===== config.mk =====
export PLATFORM = sky130hd
export DESIGN_NAME = alu_op_loader_flat
export DESIGN_NICKNAME = d
export VERILOG_FILES = /design/src/rtl/alu_pkg.sv /design/src/rtl/alu_op_loader_if.sv /design/src/rtl/alu_op_loader_btn_conditioner.sv /design/src/rtl/alu_op_loader.sv /design/src/flat_wrapper.sv
export SDC_FILE = /design/constraint.sdc
export NUM_CORES = 1
export LEC_CHECK = 0
export ABC_AREA = 1
export CAP_MARGIN = 25
export CORE_ASPECT_RATIO = 1.25
export CORE_UTILIZATION = 48
export DETAILED_ROUTE_END_ITERATION = 12
export PLACE_DENSITY_LB_ADDON = 0.3
export SYNTH_ARGS = -nofsm -noshare
export SYNTH_HDL_FRONTEND = slang
export SYNTH_SLANG_ARGS = --single-unit

===== constraint.sdc =====
create_clock -name clock -period 1.4 [get_ports clock]
set_input_delay 0.14 -clock clock [delete_from_list [all_inputs] [get_ports clock]]
set_output_delay 0.14 -clock clock [all_outputs]
set_load 0.01 [all_outputs]

===== src/rtl/alu_pkg.sv =====
// Shared definitions for the board ALU loader: funct codes, FSM encodings and the
// opcode legality check used when ALU_OP_LOADER_OPCHECK_EN is defined.
package alu_pkg;

  localparam int OP_W = 6;

  localparam logic [OP_W-1:0] OP_ADD = 6'b100000;
  localparam logic [OP_W-1:0] OP_SUB = 6'b100010;
  localparam logic [OP_W-1:0] OP_AND = 6'b100100;
  localparam logic [OP_W-1:0] OP_OR  = 6'b100101;
  localparam logic [OP_W-1:0] OP_XOR = 6'b100110;
  localparam logic [OP_W-1:0] OP_NOR = 6'b100111;
  localparam logic [OP_W-1:0] OP_SRA = 6'b000011;
  localparam logic [OP_W-1:0] OP_SRL = 6'b000010;

  typedef enum logic [2:0] {
    ST_LOAD_A  = 3'd0,
    ST_LOAD_B  = 3'd1,
    ST_LOAD_OP = 3'd2,
    ST_EXEC    = 3'd3,
    ST_SHOW    = 3'd4
  } state_e;

  function automatic logic is_supported_op(input logic [OP_W-1:0] op);
    case (op)
      OP_ADD, OP_SUB, OP_AND, OP_OR,
      OP_XOR, OP_NOR, OP_SRA, OP_SRL: is_supported_op = 1'b1;
      default:                        is_supported_op = 1'b0;
    endcase
  endfunction

endpackage


===== src/rtl/alu_op_loader_if.sv =====
// Board-side and ALU-side signal bundle of the operand/opcode loader.
// The slave modport is the loader's view; the master modport drives switches, buttons and the ALU result.
interface alu_op_loader_if #(
  parameter int NB_DATA = 6,
  parameter int NB_OP   = 6
);

  logic [NB_DATA-1:0] Switches;
  logic               Btn_A;
  logic               Btn_B;
  logic               Btn_Op;
  logic [NB_DATA-1:0] Alu_Result;
  logic [NB_DATA-1:0] Data_A;
  logic [NB_DATA-1:0] Data_B;
  logic [NB_OP-1:0]   Op;
  logic [NB_DATA-1:0] LEDS;
  logic               Valid;
  logic               Error;
  logic [2:0]         State;

  modport master (
    output Switches, Btn_A, Btn_B, Btn_Op, Alu_Result,
    input  Data_A, Data_B, Op, LEDS, Valid, Error, State
  );

  modport slave (
    input  Switches, Btn_A, Btn_B, Btn_Op, Alu_Result,
    output Data_A, Data_B, Op, LEDS, Valid, Error, State
  );

endinterface


===== src/rtl/alu_op_loader_btn_conditioner.sv =====
// Push-button conditioner: 2-FF synchronizer, saturating debounce counter and a
// single-cycle press pulse that fires once per press, however long the button is held.
module btn_conditioner #(
  parameter int DEBOUNCE_CYCLES = 4
) (
  input  logic clock,
  input  logic reset,
  input  logic btn_raw,
  output logic press
);

  localparam int                CNT_W    = $clog2(DEBOUNCE_CYCLES + 1);
  localparam logic [CNT_W-1:0]  CNT_MAX  = CNT_W'(DEBOUNCE_CYCLES);
  localparam logic [CNT_W-1:0]  CNT_FIRE = CNT_W'(DEBOUNCE_CYCLES - 1);

  logic             sync1_q, sync1_d;
  logic             sync2_q, sync2_d;
  logic [CNT_W-1:0] cnt_q, cnt_d;

  // The counter only advances while the synchronized level stays high, so it rearms on release.
  always_comb begin
    sync1_d = btn_raw;
    sync2_d = sync1_q;
    cnt_d   = cnt_q;
    if (!sync2_q) begin
      cnt_d = '0;
    end else if (cnt_q != CNT_MAX) begin
      cnt_d = cnt_q + CNT_W'(1);
    end else begin
      cnt_d = cnt_q;
    end
  end

  always_ff @(posedge clock or posedge reset) begin
    if (reset) begin
      sync1_q <= 1'b0;
      sync2_q <= 1'b0;
      cnt_q   <= '0;
    end else begin
      sync1_q <= sync1_d;
      sync2_q <= sync2_d;
      cnt_q   <= cnt_d;
    end
  end

  // High during the last of DEBOUNCE_CYCLES high cycles; the counter then saturates past it.
  assign press = sync2_q && (cnt_q == CNT_FIRE);

endmodule


===== src/rtl/alu_op_loader.sv =====
// Loads Data_A, Data_B and Op from the shared switches in fixed order, waits for the ALU and latches LEDS.
// Define ALU_OP_LOADER_OPCHECK_EN to reject unsupported opcodes via Error.
module alu_op_loader
  import alu_pkg::*;
#(
  parameter int NB_DATA         = 6,
  parameter int NB_OP           = 6,
  parameter int DEBOUNCE_CYCLES = 4,
  parameter int ALU_LATENCY     = 1
) (
  input logic             clock,
  input logic             reset,
  alu_op_loader_if.slave  bus
);

  localparam int                WAIT_W    = $clog2(ALU_LATENCY + 1);
  localparam logic [WAIT_W-1:0] WAIT_LAST = WAIT_W'(ALU_LATENCY - 1);

  logic press_a_s, press_b_s, press_op_s;

  state_e             state_q, state_d;
  logic [NB_DATA-1:0] data_a_q, data_a_d;
  logic [NB_DATA-1:0] data_b_q, data_b_d;
  logic [NB_OP-1:0]   op_q, op_d;
  logic [NB_DATA-1:0] leds_q, leds_d;
  logic               valid_q, valid_d;
  logic               error_q, error_d;
  logic [WAIT_W-1:0]  wait_q, wait_d;

  btn_conditioner #(.DEBOUNCE_CYCLES(DEBOUNCE_CYCLES)) u_cond_a (
    .clock(clock), .reset(reset), .btn_raw(bus.Btn_A), .press(press_a_s)
  );
  btn_conditioner #(.DEBOUNCE_CYCLES(DEBOUNCE_CYCLES)) u_cond_b (
    .clock(clock), .reset(reset), .btn_raw(bus.Btn_B), .press(press_b_s)
  );
  btn_conditioner #(.DEBOUNCE_CYCLES(DEBOUNCE_CYCLES)) u_cond_op (
    .clock(clock), .reset(reset), .btn_raw(bus.Btn_Op), .press(press_op_s)
  );

  // Next-state and register updates; presses not matching the state are simply dropped.
  always_comb begin
    state_d  = state_q;
    data_a_d = data_a_q;
    data_b_d = data_b_q;
    op_d     = op_q;
    leds_d   = leds_q;
    valid_d  = valid_q;
    error_d  = error_q;
    wait_d   = '0;
    case (state_q)
      ST_LOAD_A, ST_SHOW: begin
        if (press_a_s) begin
          data_a_d = bus.Switches;
          valid_d  = 1'b0;
          state_d  = ST_LOAD_B;
        end else begin
          state_d = state_q;
        end
      end
      ST_LOAD_B: begin
        if (press_b_s) begin
          data_b_d = bus.Switches;
          state_d  = ST_LOAD_OP;
        end else begin
          state_d = state_q;
        end
      end
      ST_LOAD_OP: begin
        if (press_op_s) begin
          op_d = bus.Switches[NB_OP-1:0];
`ifdef ALU_OP_LOADER_OPCHECK_EN
          if (is_supported_op(OP_W'(bus.Switches[NB_OP-1:0]))) begin
            error_d = 1'b0;
            state_d = ST_EXEC;
          end else begin
            error_d = 1'b1;
            state_d = ST_LOAD_OP;
          end
`else
          error_d = 1'b0;
          state_d = ST_EXEC;
`endif
        end else begin
          state_d = state_q;
        end
      end
      ST_EXEC: begin
        if (wait_q == WAIT_LAST) begin
          leds_d  = bus.Alu_Result;
          valid_d = 1'b1;
          state_d = ST_SHOW;
        end else begin
          wait_d = wait_q + WAIT_W'(1);
        end
      end
      default: begin
        state_d = ST_LOAD_A;
      end
    endcase
  end

  // State and datapath registers.
  always_ff @(posedge clock or posedge reset) begin
    if (reset) begin
      state_q  <= ST_LOAD_A;
      data_a_q <= '0;
      data_b_q <= '0;
      op_q     <= '0;
      leds_q   <= '0;
      valid_q  <= 1'b0;
      error_q  <= 1'b0;
      wait_q   <= '0;
    end else begin
      state_q  <= state_d;
      data_a_q <= data_a_d;
      data_b_q <= data_b_d;
      op_q     <= op_d;
      leds_q   <= leds_d;
      valid_q  <= valid_d;
      error_q  <= error_d;
      wait_q   <= wait_d;
    end
  end

  assign bus.Data_A = data_a_q;
  assign bus.Data_B = data_b_q;
  assign bus.Op     = op_q;
  assign bus.LEDS   = leds_q;
  assign bus.Valid  = valid_q;
  assign bus.Error  = error_q;
  assign bus.State  = state_q;

endmodule


===== src/flat_wrapper.sv =====
// flat-port wrapper written by rule: the top's interface ports become plain ports
module alu_op_loader_flat import alu_pkg::*;
#(
  parameter int NB_DATA         = 6,
  parameter int NB_OP           = 6,
  parameter int DEBOUNCE_CYCLES = 4,
  parameter int ALU_LATENCY     = 1
)
  (clock, reset, bus_Switches, bus_Btn_A, bus_Btn_B, bus_Btn_Op, bus_Alu_Result, bus_Data_A, bus_Data_B, bus_Op, bus_LEDS, bus_Valid, bus_Error, bus_State);
  alu_op_loader_if #(.NB_DATA(NB_DATA), .NB_OP(NB_OP)) bus_i ();
  input logic clock;
  input logic reset;
  input wire logic [$bits(bus_i.Switches)-1:0] bus_Switches;
  input wire logic [$bits(bus_i.Btn_A)-1:0] bus_Btn_A;
  input wire logic [$bits(bus_i.Btn_B)-1:0] bus_Btn_B;
  input wire logic [$bits(bus_i.Btn_Op)-1:0] bus_Btn_Op;
  input wire logic [$bits(bus_i.Alu_Result)-1:0] bus_Alu_Result;
  output wire logic [$bits(bus_i.Data_A)-1:0] bus_Data_A;
  output wire logic [$bits(bus_i.Data_B)-1:0] bus_Data_B;
  output wire logic [$bits(bus_i.Op)-1:0] bus_Op;
  output wire logic [$bits(bus_i.LEDS)-1:0] bus_LEDS;
  output wire logic [$bits(bus_i.Valid)-1:0] bus_Valid;
  output wire logic [$bits(bus_i.Error)-1:0] bus_Error;
  output wire logic [$bits(bus_i.State)-1:0] bus_State;
  assign bus_i.Switches = bus_Switches;
  assign bus_i.Btn_A = bus_Btn_A;
  assign bus_i.Btn_B = bus_Btn_B;
  assign bus_i.Btn_Op = bus_Btn_Op;
  assign bus_i.Alu_Result = bus_Alu_Result;
  assign bus_Data_A = bus_i.Data_A;
  assign bus_Data_B = bus_i.Data_B;
  assign bus_Op = bus_i.Op;
  assign bus_LEDS = bus_i.LEDS;
  assign bus_Valid = bus_i.Valid;
  assign bus_Error = bus_i.Error;
  assign bus_State = bus_i.State;
  alu_op_loader #(.NB_DATA(NB_DATA), .NB_OP(NB_OP), .DEBOUNCE_CYCLES(DEBOUNCE_CYCLES), .ALU_LATENCY(ALU_LATENCY)) u_core (.clock(clock), .reset(reset), .bus(bus_i));
endmodule

==> impl_metrics.yaml, run 1 <==
run_status:
  status: "finished with violations"
  violations: "DRC"
worst_setup_path:
  startpoint_type: "flop"
  crit_required_ns: 1.59
  cp-end-kind: "flop"
  critPathArrivalTime_ns: 1.56
  worstSetupPathType: "reg -> reg"
  reg2reg_slack_ns: 0.03
  path_max_fanout: 12
  r2r_end: "u_core.bus.Data_B[0]"
  r2r_start: "u_core.bus.State[2]"
  reg2reg_depth: 6
logic_synthesis:
  synth.cell_area_mm2: 0.001854
  synth_cells: 177
  avgSynthCellArea_um2: 10.48
  synth_top_area_cell: "dfrtp_1"
  syn_nets: 203
  yosysWarningCount: 0
  ys_seq_elements: 43
  netlist.area_leader.share: 0.5803
  ys_seq_area_frac: 0.5803
  synth_area_leaders: "dfrtp_1, nand2_1, ha_1, o21ai_2, nand3_1"
  synth_cell_types: 21
timing:
  skew_ns: 0.006114
  hold_viol: 0
  setup_viol: 0
  period_minus_slack_ns: 1.373
  holdWs_ns: 0.2059
  slew_viol_final: 0
  tns_ns: 0
  rsz0062_at_grt: "true"
  fmax_mhz: 728.4
  finalCritPeriodShare: 0.9806
floorplanning:
  fp.dieW_um: 57.59
  coreArea_mm2: 0.003603
  ios: 46
  die_h_um: 71.49
  die_area_mm2: 0.004117
  initial_core_util: 0.5146
  core.rowCount: 24
drt:
  ant_nets: 0
  drt_pass1_iterations: 8
  via_count: 1387
  drtIter0Drc: 46
  wirelength_mm: 3.839
  route.detailed.drc: 2
  wl_per_cell_um: 14.27
  vias_per_cell: 5.156
finish:
  final_cell_mix: "dfrtp_1, nand2_1, clkdlybuf4s50_1"
  diodes: 0
  nets: 255
  ff_latch_area_mm2: 0.001079
  syn_to_final_growth_pct: 34.01
  layout.cells.non_filler: 269
  multi_input_area_um2: 674.4
  nFillCells: 295
  finalInstanceArea_mm2: 0.002485
  final_common_cell: "dfrtp_1"
  layout-drive-gt1-share: 0.1826
placement:
  placed_area_mm2: 0.002345
  gp_congestion: 0.7363
  placed_cells: 258
  dp_hpwl_mm: 2.853
  io_buffers: 44
global_route:
  grt_max_degree: 44
  grt.total_usage: 0.2120
  grt_pass1_wl_mm: 6.486
  grt_overflow: 0
  grt_pass1_vias: 1469
  antenna_found_initial: 0
clocking:
  cts_max_path_buffers: 2
  cts-root-buf: "clkbuf_8"
  cts.sinks: 43
  htreeDepth: 2
  numCtsBuffers: 5
  cts_tree: "done"
  cts.clk_slew.worst_paths_ns: 0.08
  postCtsHoldBufs: 0
  clkLatencyLatePin_ns: 0.29
pwr:
  power.leakage_nw: 1.176
  p_total_mw: 4.970
  powerDensity_mw_per_mm2: 2000
  ir_worst_vdd_mv: 1.078
hold_path:
  hp-class: "in -> async"
flow_run:
  maxCapViolations: 0
## flip-flops by register name, indices dropped and copies added, names as in the netlist, 3 cells and up
signal,flops
u_core.u_cond_b.cnt_q,3
u_core.bus.Data_B,6
u_core.u_cond_a.cnt_q,3
u_core.u_cond_op.cnt_q,3
u_core.bus.LEDS,6
u_core.bus.Data_A,6
u_core.bus.State,3
u_core.bus.Op,6
## worst max path at each step
stage                                    startpoint                    to  slack (ns)
after floorplan                 u_core.bus.State[0]      u_core.bus.Op[0]        0.15
after global placement          u_core.bus.State[2]      u_core.bus.Op[3]        0.11
after detailed placement        u_core.bus.State[2]      u_core.bus.Op[3]        0.04
after CTS                 u_core.u_cond_op.cnt_q[1]      u_core.bus.Op[3]        0.02
after global routing            u_core.bus.State[2]  u_core.bus.Data_B[0]       -0.05
final                           u_core.bus.State[2]  u_core.bus.Data_B[0]        0.03
## metrics by stage
step                utilization  setup slack [ns]
floorplan                     -            0.1531
global placement         0.6507            0.1097
detailed placement       0.6507           0.03594
CTS                      0.6833           0.01876
global route             0.6896          -0.05301
finish                   0.6896           0.02714
## kinds of logic (layout without fill, tap and decap cells)
| family | after synthesis | after routing | share of synthesized area |
|---|---|---|---|
| adder cells (fa/ha/maj) | 9 | 9 | 0.06073 |
| AND/OR/NAND/NOR | 72 | 72 | 0.1889 |
| other | 1 | 1 | 0.002022 |
| AO/OA/AOI/OAI | 29 | 29 | 0.1066 |
| buffers and inverters | 23 | 76 | 0.06140 |
| flip-flops | 43 | 43 | 0.5803 |
## cell usage after synthesis
cell       n
nor2_2     1
conb_1     1
buf_2      1
o21ai_0    8
a21boi_0   3
nor2_1     3
nand2_2    4
nor2_4     1
nor3_4     1
o21ai_1    6
ha_1       9
inv_2      2
buf_6      3
o21ai_2   12
nor3_2     1
dfrtp_1   43
nand3_1   18
inv_1     16
buf_4      1
nand3_2    3
nand2_1   40
## where the power goes
| group | internal, mW | switching (mW) |
|---|---|---|
| clock network | 0.448 | 0.399 |
| registers | 1.71 | 0.313 |
| logic | 1.06 | 1.04 |
| total | 3.22 | 1.75 |
## metal layers
metal  part of all wire  global-route usage  vias to the layer above
li1                   -                   -                      676
met1               0.39              0.2327                      668
met2               0.54              0.3773                       34
met5                  0                   0                        -
met3              0.044             0.04874                        9
met4              0.022              0.1084                        0
## timing repair
item | in CTS | in global routing
gates resized for setup | 5 | 4
pin swaps | 0 | 0
buffers inserted | 2 | 1
endpoints found under the hold margin | 0 | 0
cloned | 0 | 0
setup endpoints to repair | 3 | 25
## final cells by class
| cell class | instances | area share |
|---|---|---|
| inverter | 18 | 0.02719 |
| tap | 39 | 0.01964 |
| multi-input combinational | 111 | 0.2714 |
| sequential | 43 | 0.4340 |
| timing repair buffer | 50 | 0.2059 |
| clock buffer | 7 | 0.03877 |
| clock inverter | 1 | 0.003021 |
## worst max-delay path, stage by stage, from the launching register on
cell     delay [ns]
dfrtp_2        0.44
buf_4          0.16
nor3_2         0.24
nand3_2        0.13
buf_12         0.17
nand2_1        0.07
o21ai_2        0.05
Note: power is estimated with default switching activity, not from simulation.
==> run 2: changes to the inputs <==
- SETUP_SLACK_MARGIN: default -> 0.05
==> run 2 against run 1 <==
- the flow still finishes with violations (DRC)
- non-clock buffer count grew 2
- fmax increased by 3.5%
- clock power up 1%
- clock skew is 0.0014 ns lower
- global-route usage increased by 0.77 points
- sequential share of layout area shrank 1.1 points
- critical endpoint is now u_core.bus.State[2]
==> impl_metrics.yaml, run 2 (synthesis results as in run 1) <==
run_status:
  status: "finished with violations"
  violations: "DRC"
timing:
  rsz0062_at_grt: "true"
  fin_ws_ns: 0.07388
  skew_ns: 0.004734
  finalCritPeriodShare: 0.9472
  fmax_mhz: 754.1
  period_minus_slack_ns: 1.326
  hold_viol: 0
  holdWs_ns: 0.2030
  setup_viol: 0
  slew_viol_final: 0
worst_setup_path:
  cp-end-kind: "flop"
  path_max_fanout: 3
  crit_buf_inv: 0
  crit_required_ns: 1.59
  critPathArrivalTime_ns: 1.51
  cp_top_family: "simple AND/OR/NAND/NOR gates"
  startpoint_type: "flop"
  slowest_stage: "dfrtp_1"
  critical_path.cell_chain: "ha_2 -> ha_2 -> nand2_1 -> nand3_2 -> nand3_1 -> nand2_1 -> nand2_1"
  cpPeakStageDelay_ns: 0.38
  worstSetupPathType: "reg -> reg"
  cpMostUsedCell: "nand2_1"
drt:
  route.detailed.drc: 2
  drtIter0Drc: 39
  ant_nets: 0
  vias_per_cell: 5.214
  wl_per_cell_um: 15.10
  drt_pass1_iterations: 8
  via_count: 1413
  wirelength_mm: 4.092
clocking:
  cts.sinks: 43
  cts-root-buf: "clkbuf_8"
  numCtsBuffers: 5
  htreeDepth: 2
  postCtsHoldBufs: 0
  cts_tree: "done"
  cts.clk_slew.worst_paths_ns: 0.08
  clkLatencyLatePin_ns: 0.29
  cts_max_path_buffers: 2
floorplanning:
  core.rowCount: 24
  initial_core_util: 0.5146
  die_h_um: 71.49
  ios: 46
  fp.dieW_um: 57.59
  die_area_mm2: 0.004117
  coreArea_mm2: 0.003603
flow_run:
  maxCapViolations: 0
placement:
  placed_area_mm2: 0.002345
  pre_cts_ws_ns: 0.03594
  placed_cells: 258
  gp_congestion: 0.7363
  dp_hpwl_mm: 2.853
  io_buffers: 44
finish:
  nets: 257
  final_common_cell: "dfrtp_1"
  syn_to_final_growth_pct: 37.58
  diodes: 0
  layout.cells.non_filler: 271
  finalInstanceArea_mm2: 0.002551
  layout-drive-gt1-share: 0.2155
  final_cell_mix: "dfrtp_1, nand2_1, clkdlybuf4s50_1"
pwr:
  powerDensity_mw_per_mm2: 1951
  ir_worst_vdd_mv: 1.069
  power.leakage_nw: 1.262
global_route:
  grt_pass1_wl_mm: 6.686
  antenna_found_initial: 0
  grt.total_usage: 0.2197
  grt_pass1_vias: 1483
  grt_max_degree: 44
  grt_overflow: 0
hold_path:
  hp-class: "in -> async"
## run 2: cell types whose count changed in the layout (fill, tap and decap cells not counted), moves of 2 or more
cell | previous run | this run
clkdlybuf4s50_1 | 39 | 17
dlymetal6s2s_1 | 2 | 14
dlygate4sd2_1 | 3 | 13
ha_1 | 9 | 5
ha_2 | 0 | 4
buf_4 | 4 | 6
nand3_1 | 18 | 16
## run 2: cell type report
type	count	area, um^2
Multi-Input combinational cell	111	708.2
Timing Repair Buffer	52	544.3
Fill cell	277	1052
Clock inverter	1	7.507
Inverter	18	67.56
Sequential cell	43	1079
Tap cell	39	48.80
Clock buffer	7	96.34
## run 2: per-stage QoR
stage	TNS (ns)	total power [mW]	utilization
detailed placement	0	4.121	0.6507
floorplan	0	3.109	-
finish	0	4.978	0.7080
global route	-0.005985	5.351	0.7080
CTS	0	4.958	0.6865
global placement	0	3.971	0.6507
## run 2: path summary, 6_finish.rpt
check                                               start                       end  slack [ns]  cells after the start
min in group clock                             bus_Btn_Op  u_core.u_cond_op.sync1_q        0.28                      1
worst min-delay path                                reset   u_core.u_cond_a.sync1_q        0.20                      3
worst max register to register  u_core.u_cond_op.cnt_q[1]       u_core.bus.State[2]        0.07                      7
worst max-delay path            u_core.u_cond_op.cnt_q[1]       u_core.bus.State[2]        0.07                      7
worst min register to register    u_core.u_cond_b.sync1_q   u_core.u_cond_b.sync2_q        0.36                      0
max in group asynchronous                           reset       u_core.bus.State[0]        0.98                      3
## run 2: layer usage
layer	global-route usage	vias to the layer above	share of wire
li1	-	680	-
met1	0.2388	686	0.37
met2	0.3915	36	0.56
met3	0.05054	11	0.044
met4	0.1165	0	0.023
met5	0	-	0
## run 2: timing repair
action / 4_1_cts / 5_1_grt
gates resized for setup: 19 / 20
buffers inserted: 2 / 3
endpoints found under the setup margin: 19 / 30
pin swaps: 0 / 2
## run 2: report_power, final
group / internal, mW / switching (mW)
clock network: 0.448 / 0.412
registers: 1.71 / 0.312
logic: 0.995 / 1.10
## run 2: worst min-delay path, cell delays in order
cell and delay (ns):
clkdlybuf4s50_1 0.40, inv_1 0.10, buf_12 0.23
==> run 3: changes to the inputs <==
- HOLD_SLACK_MARGIN: default -> 0.12
- SYNTH_HIERARCHICAL: default -> 1
==> run 3 against run 2 <==
- critical path type unchanged
- critical endpoint is now u_core/bus.Data_B[3]
- largest power group unchanged
- fmax down 2.5%
- sequential share of layout area down 2.3 points
- worst setup slack worse by 0.033 ns
- the flow still finishes with violations (DRC)
==> impl_metrics.yaml, run 3 <==
logic_synthesis:
  synth_edf_count: 0
  synth_top_area_cell: "dfrtp_1"
  synth_area_leaders: "dfrtp_1, nand2_1, ha_1, inv_1, nand3_1"
  synth_compound_area_frac: 0.08092
  netlist.area_leader.share: 0.5799
  yosysWarningCount: 6
  synth_cell_types: 18
  synth.cell_area_mm2: 0.001856
  ys_seq_area_frac: 0.5799
  yosys.area_share.xor_xnor: 0
  synth-async-reset-ratio: 1.000
  syn_nets: 216
  synth_top_family_by_area: "simple AND/OR/NAND/NOR gates"
  yosys.area_share.simple: 0.2009
  synth_adder_area_share: 0.06069
  synth_flop_cell: "dfrtp_1"
  avgSynthCellArea_um2: 9.766
  synthMuxAreaShare: 0
  synth_most_common_cell: "nand2_1"
  synth_cells: 190
  ys_seq_elements: 43
  yosys-top-cells-count: "nand2_1, dfrtp_1, inv_1"
placement:
  placed_cells: 271
  io_buffers: 44
  gp_congestion: 0.7665
  dp_hpwl_mm: 2.622
  placed_area_mm2: 0.002341
  pre_cts_ws_ns: 0.004255
worst_setup_path:
  worstSetupPathType: "reg -> reg"
  cpPeakStageDelay_ns: 0.39
  cp_top_family: "flip-flops"
  reg2reg_depth: 8
  reg2reg_slack_ns: 0.04
  startpoint_type: "flop"
  crit_required_ns: 1.58
  r2r_end: "u_core/bus.Data_B[3]"
  crit_buf_inv: 2
  path_max_fanout: 6
  critical_path.cell_chain: "ha_2 -> ha_4 -> nand2_2 -> inv_2 -> nand3_4 -> clkbuf_16 -> nand2_2 -> o21ai_1"
  slowest_stage: "dfrtp_1"
  cp.depth: 8
  cpMostUsedCell: "nand2_2"
  critPathArrivalTime_ns: 1.54
  cp-end-kind: "flop"
  r2r_start: "u_core/u_cond_b/cnt_q[1]"
pwr:
  powerDensity_mw_per_mm2: 2068
  seq_power_share: 0.371
  combinationalPowerShare: 0.426
  p_int_mw: 3.593
  switching_share: 0.3572
  power.leakage_nw: 1.424
  clkPwrFrac: 0.203
  ir_worst_vdd_mv: 1.382
  switchingPower_mw: 1.997
drt:
  wirelength_mm: 4.275
  vias_per_cell: 5.209
  ant_nets: 0
  drtIter0Drc: 69
  via_count: 1495
  route.detailed.drc: 6
  drt_pass1_iterations: 8
  wl_per_cell_um: 14.90
floorplanning:
  fp.dieW_um: 57.61
  core.rowCount: 24
  initial_core_util: 0.5149
  die_h_um: 71.52
  ios: 46
  die_area_mm2: 0.004120
  coreArea_mm2: 0.003603
timing:
  fin_ws_ns: 0.04042
  slew_viol_final: 0
  fmax_mhz: 735.5
  hold_viol: 0
  period_minus_slack_ns: 1.360
  setup_viol: 0
  skew_ns: 0.006745
  holdWs_ns: 0.1494
  rsz0062_at_grt: "true"
  finalCritPeriodShare: 0.9711
finish:
  final_cell_mix: "dfrtp_1, nand2_1, inv_1"
  diodes: 0
  finalInstanceArea_mm2: 0.002704
  syn_to_final_growth_pct: 45.72
  final_common_cell: "dfrtp_1"
  layout-drive-gt1-share: 0.2540
  nets: 273
  nFillCells: 246
  layout.cells.non_filler: 287
clocking:
  numCtsBuffers: 5
  cts.sinks: 43
  cts_tree: "done"
  cts-root-buf: "clkbuf_8"
  cts.clk_slew.worst_paths_ns: 0.08
  cts_max_path_buffers: 2
  htreeDepth: 2
  clkLatencyLatePin_ns: 0.30
global_route:
  grt_overflow: 0
  grt_pass1_vias: 1420
  grt_max_degree: 29
  grt.total_usage: 0.2041
  antenna_found_initial: 0
  grt_pass1_wl_mm: 6.251
hold_path:
  hp-class: "in -> async"
run_status:
  status: "finished with violations"
  violations: "DRC"
flow_run:
  maxCapViolations: 0
-- run 3: layout make-up --
class                           count  area, um^2  area share
Inverter                           27       101.3     0.03748
Multi-Input combinational cell    115       747.0      0.2763
Tap cell                           39       48.80     0.01805
Clock buffer                        5       68.82     0.02545
Clock inverter                      3       67.56     0.02499
Sequential cell                    43        1080      0.3994
Timing Repair Buffer               55       590.6      0.2184
-- run 3: logic make-up (layout without fill, tap and decap cells) --
group | after synthesis | after routing
buffers and inverters | 32 | 90
AOI/OAI and AO/OA | 24 | 24
adders and majority gates | 9 | 9
other | 1 | 1
and+or+nand+nor | 81 | 81
DFF | 43 | 43
-- run 3: layer usage --
metal / global-route usage / part of all wire / vias up
met5: 0 / 0 / -
met4: 0.09756 / 0.017 / 0
met3: 0.04332 / 0.045 / 8
met2: 0.3605 / 0.54 / 49
met1: 0.2323 / 0.40 / 717
li1: - / - / 721
-- run 3: power groups by stage --
stage | sequential [mW] | clock (mW) | combinational, mW
2_1_floorplan | 2.24 | 0 | 0.955
3_3_place_gp | 2.12 | 0 | 2.04
3_5_place_dp | 2.14 | 0 | 2.10
4_1_cts | 2.07 | 1.17 | 2.16
5_1_grt | 2.13 | 1.21 | 2.63
6_report | 2.07 | 1.13 | 2.38
-- run 3: how the worst max path moves through the flow --
stage	startpoint	to	slack (ns)
after floorplan	u_core/u_cond_b/cnt_q[0]	u_core/bus.Data_B[0]	0.11
after global placement	u_core/u_cond_op/cnt_q[0]	u_core/bus.Op[1]	0.05
after detailed placement	u_core/u_cond_op/cnt_q[0]	u_core/bus.Op[4]	0.004
after CTS	u_core/u_cond_op/cnt_q[0]	u_core/bus.State[2]	0.04
after global routing	u_core/u_cond_b/cnt_q[1]	u_core/bus.Data_B[3]	-0.03
final	u_core/u_cond_b/cnt_q[1]	u_core/bus.Data_B[3]	0.04
-- run 3: timing repair --
| action | CTS | global route |
|---|---|---|
| hold buffers | 0 | 0 |
| buffers inserted | 3 | 4 |
| setup endpoints to repair | 17 | 41 |
| gates resized for setup | 13 | 57 |
| cloned | 0 | 1 |
| pin swaps | 0 | 4 |
-- run 3: worst reg2reg max path, cell delays in order (launching register included) --
cell and delay (ns):
dfrtp_1 0.39, ha_2 0.21, ha_4 0.12, nand2_2 0.05, inv_2 0.08, nand3_4 0.10, clkbuf_16 0.18, nand2_2 0.05
o21ai_1 0.05
-- run 3: metrics by stage --
step | utilization | TNS, ns | power (mW)
after floorplan | - | 0 | 3.195
after global placement | 0.6497 | 0 | 4.162
after detailed placement | 0.6497 | 0 | 4.234
after CTS | 0.6948 | 0 | 5.398
after global routing | 0.7503 | -0.09874 | 5.981
final | 0.7503 | 0 | 5.591
